`src/rtl/sprite_pkg.sv`:
```
// Shared definitions for the sprite line scanner: register word field layout,
// sprite geometry and the scan state encoding.
package sprite_pkg;

    localparam int unsigned X_LSB     = 0;
    localparam int unsigned Y_LSB     = 10;
    localparam int unsigned OFF_LSB   = 20;
    localparam int unsigned FIELD_W   = 10;
    localparam int unsigned WORD_W    = 30;
    localparam int unsigned BG_W      = 9;
    localparam int unsigned IDX_W     = 5;
    localparam int unsigned ROW_W     = 5;

    localparam int unsigned REG_BG    = 0;
    localparam int unsigned N_SPRITES = 20;
    localparam int unsigned SPRITE_H  = 20;
    localparam int unsigned SCREEN_W  = 640;
    localparam int unsigned SCREEN_H  = 480;

    typedef enum logic [1:0] {
        IDLE,
        READ,
        DRAIN,
        COMMIT
    } scan_state_t;

endpackage

```
`src/rtl/sprite_hit_check.sv`:
```
// Combinational test of one sprite register word against the next line.
// Produces the hit flag and the row within the sprite (line - y).
// Optional macro SPRITE_SCAN_CLIP_EN rejects sprites positioned off screen.
module sprite_hit_check
    import sprite_pkg::*;
(
    input  logic [FIELD_W-1:0] line,
    input  logic [WORD_W-1:0]  word,
    output logic               hit,
    output logic [ROW_W-1:0]   row
);

    localparam logic [FIELD_W:0] SPR_H_W = (FIELD_W+1)'(SPRITE_H);

    logic [FIELD_W-1:0] y;
    logic [FIELD_W-1:0] off;
    logic [FIELD_W:0]   y_w;
    logic [FIELD_W:0]   line_w;
    logic [FIELD_W:0]   y_end;

`ifdef SPRITE_SCAN_CLIP_EN
    localparam logic [FIELD_W:0] CLIP_X = (FIELD_W+1)'(SCREEN_W);
    localparam logic [FIELD_W:0] CLIP_Y = (FIELD_W+1)'(SCREEN_H);
    logic [FIELD_W-1:0] x;
    assign x = word[X_LSB +: FIELD_W];
`else
    logic unused_x;
    assign unused_x = ^word[X_LSB +: FIELD_W];
`endif

    // Vertical coverage test in 11 bits so y+SPRITE_H never wraps
    always_comb begin
        y      = word[Y_LSB +: FIELD_W];
        off    = word[OFF_LSB +: FIELD_W];
        y_w    = {1'b0, y};
        line_w = {1'b0, line};
        y_end  = y_w + SPR_H_W;
        row    = line[ROW_W-1:0] - y[ROW_W-1:0];
        hit    = (off != '0) && (y_w <= line_w) && (line_w < y_end);
`ifdef SPRITE_SCAN_CLIP_EN
        if (({1'b0, x} >= CLIP_X) || (y_w >= CLIP_Y)) begin
            hit = 1'b0;
        end
`endif
    end

endmodule

```
`src/rtl/sprite_line_scanner.sv`:
```
// Per-line sprite scanner: walks the register bank during hblank, captures
// the background colour and builds a list of up to MAX_ACTIVE visible
// sprites for the next line, publishing it atomically on commit.
// Optional macro SPRITE_SCAN_CLIP_EN (handled in sprite_hit_check).
module sprite_line_scanner
    import sprite_pkg::*;
#(
    parameter int unsigned MAX_ACTIVE = 4
)
(
    input  logic                          clk,
    input  logic                          reset_n,
    input  logic                          start,
    input  logic [9:0]                    line,
    output logic [4:0]                    rf_n_reg,
    output logic                          rf_written,
    input  logic [29:0]                   rf_read_data,
    output logic                          busy,
    output logic                          done,
    output logic [8:0]                    bg_color,
    output logic [MAX_ACTIVE-1:0]         act_valid,
    output logic [MAX_ACTIVE*10-1:0]      act_x,
    output logic [MAX_ACTIVE*5-1:0]       act_row,
    output logic [MAX_ACTIVE*10-1:0]      act_offset,
    output logic                          overflow
);

    localparam int unsigned      CNT_W    = $clog2(MAX_ACTIVE + 1);
    localparam logic [IDX_W-1:0] LAST_IDX = IDX_W'(N_SPRITES);
    localparam logic [IDX_W-1:0] BG_IDX   = IDX_W'(REG_BG);

    scan_state_t state, state_nx;

    logic [IDX_W-1:0]   idx;
    logic [IDX_W-1:0]   p1_idx;
    logic               p1_v;
    logic [FIELD_W-1:0] line_q;

    logic                                  hit;
    logic [ROW_W-1:0]                      row;

    logic [MAX_ACTIVE-1:0]                 w_valid;
    logic [MAX_ACTIVE-1:0][FIELD_W-1:0]    w_x;
    logic [MAX_ACTIVE-1:0][ROW_W-1:0]      w_row;
    logic [MAX_ACTIVE-1:0][FIELD_W-1:0]    w_off;
    logic [CNT_W-1:0]                      w_cnt;
    logic [BG_W-1:0]                       w_bg;
    logic                                  w_ovf;

    logic [MAX_ACTIVE-1:0][FIELD_W-1:0]    o_x;
    logic [MAX_ACTIVE-1:0][ROW_W-1:0]      o_row;
    logic [MAX_ACTIVE-1:0][FIELD_W-1:0]    o_off;

    assign act_x      = o_x;
    assign act_row    = o_row;
    assign act_offset = o_off;
    assign rf_written = 1'b0;

    sprite_hit_check u_hit (
        .line (line_q),
        .word (rf_read_data),
        .hit  (hit),
        .row  (row)
    );

    // State register
    always_ff @(posedge clk) begin
        if (!reset_n) begin
            state <= IDLE;
        end else begin
            state <= state_nx;
        end
    end

    // Next-state logic
    always_comb begin
        state_nx = state;
        case (state)
            IDLE:    if (start) state_nx = READ;
            READ:    if (idx == LAST_IDX) state_nx = DRAIN;
            DRAIN:   state_nx = COMMIT;
            COMMIT:  state_nx = IDLE;
            default: state_nx = IDLE;
        endcase
    end

    // Bank address and busy flag
    always_comb begin
        rf_n_reg = '0;
        busy     = (state != IDLE);
        if (state == READ) begin
            rf_n_reg = idx;
        end
    end

    // Index walk, one-edge-delayed capture into the working list, and commit.
    // p1_* tracks which index the bank is presenting this cycle.
    always_ff @(posedge clk) begin
        if (!reset_n) begin
            idx       <= '0;
            p1_idx    <= '0;
            p1_v      <= 1'b0;
            line_q    <= '0;
            w_valid   <= '0;
            w_x       <= '0;
            w_row     <= '0;
            w_off     <= '0;
            w_cnt     <= '0;
            w_bg      <= '0;
            w_ovf     <= 1'b0;
            done      <= 1'b0;
            bg_color  <= '0;
            act_valid <= '0;
            o_x       <= '0;
            o_row     <= '0;
            o_off     <= '0;
            overflow  <= 1'b0;
        end else begin
            done   <= 1'b0;
            p1_v   <= (state == READ);
            p1_idx <= idx;

            if (state == IDLE && start) begin
                line_q  <= line;
                idx     <= '0;
                w_valid <= '0;
                w_x     <= '0;
                w_row   <= '0;
                w_off   <= '0;
                w_cnt   <= '0;
                w_bg    <= '0;
                w_ovf   <= 1'b0;
            end else if (state == READ) begin
                idx <= idx + IDX_W'(1);
            end

            if (p1_v) begin
                if (p1_idx == BG_IDX) begin
                    w_bg <= rf_read_data[BG_W-1:0];
                end else if (hit) begin
                    if (w_cnt < CNT_W'(MAX_ACTIVE)) begin
                        for (int unsigned i = 0; i < MAX_ACTIVE; i++) begin
                            if (w_cnt == CNT_W'(i)) begin
                                w_valid[i] <= 1'b1;
                                w_x[i]     <= rf_read_data[X_LSB +: FIELD_W];
                                w_row[i]   <= row;
                                w_off[i]   <= rf_read_data[OFF_LSB +: FIELD_W];
                            end
                        end
                        w_cnt <= w_cnt + CNT_W'(1);
                    end else begin
                        w_ovf <= 1'b1;
                    end
                end
            end

            if (state == COMMIT) begin
                act_valid <= w_valid;
                o_x       <= w_x;
                o_row     <= w_row;
                o_off     <= w_off;
                bg_color  <= w_bg;
                overflow  <= w_ovf;
                done      <= 1'b1;
            end
        end
    end

endmodule

```
`config.mk`:
```
export PLATFORM = sky130hd
export DESIGN_NAME = sprite_line_scanner
export DESIGN_NICKNAME = d
export VERILOG_FILES = /design/src/rtl/sprite_pkg.sv /design/src/rtl/sprite_hit_check.sv /design/src/rtl/sprite_line_scanner.sv
export SDC_FILE = /design/constraint.sdc
export NUM_CORES = 1
export LEC_CHECK = 0
export CORE_AREA = 2 2 166 136
export DETAILED_ROUTE_END_ITERATION = 12
export DIE_AREA = 0 0 168 138
export MAX_ROUTING_LAYER = met4
export PLACE_DENSITY = 0.75
export SLEW_MARGIN = 25
export SYNTH_ARGS = -nofsm -noshare
export SYNTH_HDL_FRONTEND = slang
export SYNTH_SLANG_ARGS = --single-unit
```
`constraint.sdc`:
```
create_clock -name clk -period 2.4 [get_ports clk]
set_input_delay 0.36 -clock clk [delete_from_list [all_inputs] [get_ports clk]]
set_output_delay 0.36 -clock clk [all_outputs]
set_load 0.005 [all_outputs]
```
==> flow_summary.toml <==
[detailed_routing]
top_layer = "met4"
firstDrtPassIters = 7
first_iter_violations = 519
via_count = 7786
dr_wl_met2_um = 11600
vias_per_cell = 5.22
wl_met1_um = 12000
wire_per_inst_um = 17.0
drc = 0
wirelength_um = 25400
final_antenna_net_count = 0
dr_wl_met3_um = 1280

[yosys]
synth-seq-cells = 255
syn-num-nets = 1094
muxShareOfSynthArea = 0.213
async_flop_share = 0
synthSimpleGateAreaFrac = 0.149
syn-cell-area_um2 = 10200
syn_area_per_cell_um2 = 10.0
synthCells = 1016
synth_top_cell_area_share = 0.501
synth_ff_type = "dfxtp_1"
synth.top_cells.by_area = "dfxtp_1, mux2i_1, nand3_1"
synth_fa_ha_area_frac = 0.0437
synthXorXnorAreaFrac = 0.0112
synth_cell_types = 45
yosysWarningCount = 0
synth_edf_count = 0
synth_top_cell_by_area = "dfxtp_1"
synth_top_family_by_area = "multiplexers"
synth_compound_area_frac = 0.0313
synth_seq_area_share = 0.501

[clocking]
cts_buffers = 26
path_clk_slew_ps = 60
cts_sinks = 255
cts_hold_repair.buffers = 0
cts.path.max_buffers = 3
h-tree-depth = 1
worstSkewPairLatency_ps = 520
cts_tree = "built"
ctsRootBufferMaster = "clkbuf_16"

[global_routing]
grt_max_degree = 143
grt_pass1_vias = 7851
grt_pass1_wl_um = 40900
gr-total-overflow = 0
antenna_found_initial = 0
grt_usage = 0.221

[sta]
hold_viol = 0
final-setup-viol-count = 82
skew_ps = 15.4
worst_pin_slew_ps = 812
fin_crit_ps = 2570
fin_crit_sh = 1.07
holdWs_ps = 372
finalWorstSetupSlack_ps = -172
max_freq_mhz = 389
rsz0062_at_grt = "true"
setup-tns-final_ps = -8560
relSlewSlack = 0.457
drv_slew = 0

[finish]
area_delta_synth_final_pct = 32.7
nets = 1269
drive_gt1_frac = 0.117
n_antenna_cell = 0
fin_util = 0.621
fin_cells = 1491

[hold_path]
min_path_type = "input port to flop"
holdPathStages = 3

[critical_path]
r2r_cells = 11
cp.required_ps = 2790
crit_cells = 11
slowest_delay_ps = 510
critical_path_class = "flop to flop"
crit_chain = "inv_1, ha_4, a21oi_2, o22ai_2, or4b_4, a211oi_4, buf_4, nand3b_1, buf_6, clkbuf_16, mux2i_1"
critical_path.slowest_cell = "or4b_4"
cp.arrival_ps = 2970
critical_path.top_delay_family = "compound AO/OA/AOI/OAI gates"
critPathCaptureType = "flop"
critical_path.startpoint_type = "flop"
crit_path_max_fanout = 8
critical_path_buf_inv_count = 4

[status]
outcome = "finished, violations left"
violations = "setup timing"

[die]
start_util = 0.468
dieArea_um2 = 23200
rows = 49
coreArea_um2 = 21800
die_x_um = 168
io_pins = 165
die_h_um = 138

[pwr]
power.total_mw = 10.5
irDropWorstVdd_mv = 0.607
p_leak_nw = 5.58
power_density_nw_per_um2 = 778

[place]
numPortBuffers = 163
gp_congestion = 0.844
dp.cells = 1433
dp_hpwl_um = 16100

[run]
cap_violations = 0
==> where the power goes <==
| group | internal (mW) | total, mW | leakage [nW] | switching [mW] |
|---|---|---|---|---|
| sequential | 4.33 | 4.41 | 2.06 | 0.0807 |
| clock | 2.64 | 4.28 | 0.457 | 1.64 |
| combinational | 0.748 | 1.83 | 3.07 | 1.08 |
==> worst min-delay path, stage by stage <==
cell and delay [ps]:
clkdlybuf4s50_1 390, nand2_1 50, a21oi_1 50
==> Yosys cell counts (2+ instances only) <==
library cell and number:
dfxtp_1 255, mux2i_1 217, nor2_1 130, nand3_1 106, nand2_1 78, clkbuf_1 47
ha_1 34, a21oi_1 33, inv_1 26, and2_1 11, buf_1 11, xor2_1 7
buf_6 6, xnor2_1 6, buf_12 5, a21o_1 4, nand3b_1 4, nand2b_1 3
nor4_1 3, o21ai_0 3, nand4_1 2, nor2b_1 2
==> cells by family after synthesis <==
family / Yosys count
fa+ha+maj: 35
compound gates: 52
other cells: 1
flops: 255
xor+xnor: 13
simple gates: 345
buf+inv: 98
mux: 217
==> what timing repair did <==
action	in CTS	in global routing
gates resized for setup	43	19
cloned	2	1
setup buffers	5	3
pin swaps	7	4
setup endpoints to repair	108	110
==> worst paths after layout <==
kind,from,end,slack (ps)
worst max-delay path,line_q[5],w_row[0],-170
worst min-delay path,line[5],line_q[5],370
worst max register to register,line_q[5],w_row[0],-170
worst min register to register,w_bg[8],w_bg[8],470
==> flip-flops by register name, summed over array words and instances (netlist names), 2 cells and up <==
| name | flops |
|---|---|
| act_offset | 40 |
| act_x | 40 |
| w_off | 40 |
| w_x | 40 |
| act_row | 20 |
| w_row | 20 |
| line_q | 10 |
| bg_color | 9 |
| w_bg | 9 |
| idx | 5 |
| p1_idx | 5 |
| act_valid | 4 |
| w_valid | 4 |
| w_cnt | 3 |
| state | 2 |
==> cell type report <==
cell class | count | area [µm²]
flip-flops and latches | 255 | 5110
multi-input cells | 663 | 4800
clock inverters | 12 | 163
fillers | 1750 | 8240
repair buffers | 218 | 2230
well taps | 280 | 350
inverters | 27 | 104
clock buffers | 36 | 759
==> stage by stage <==
step | worst slack (ps) | cell area (µm²)
floorplan | -74.6 | 10200
global placement | -773 | 12300
detailed placement | -824 | 12300
CTS | -13.1 | 13400
global route | -266 | 13500
finish | -172 | 13500
==> cells in the final DEF, fill, tap and decap left out, drive strengths merged, types with 7 or more instances in the layout <==
cell / synthesis / layout
dfxtp: 255 / 255
mux2i: 217 / 217
clkdlybuf4s50: 0 / 155
nor2: 130 / 130
nand3: 106 / 106
nand2: 78 / 78
buf: 24 / 55
clkbuf: 47 / 37
ha: 34 / 34
a21oi: 33 / 33
inv: 27 / 27
and2: 11 / 11
clkinv: 0 / 7
xor2: 7 / 7
==> layer usage <==
metal,vias to the layer above,GRT usage
li1,3787,-
met3,36,0.0369
met1,3761,0.298
met5,-,-
met2,202,0.349
met4,0,0.0522
Note: power is estimated with default switching activity, not from simulation.
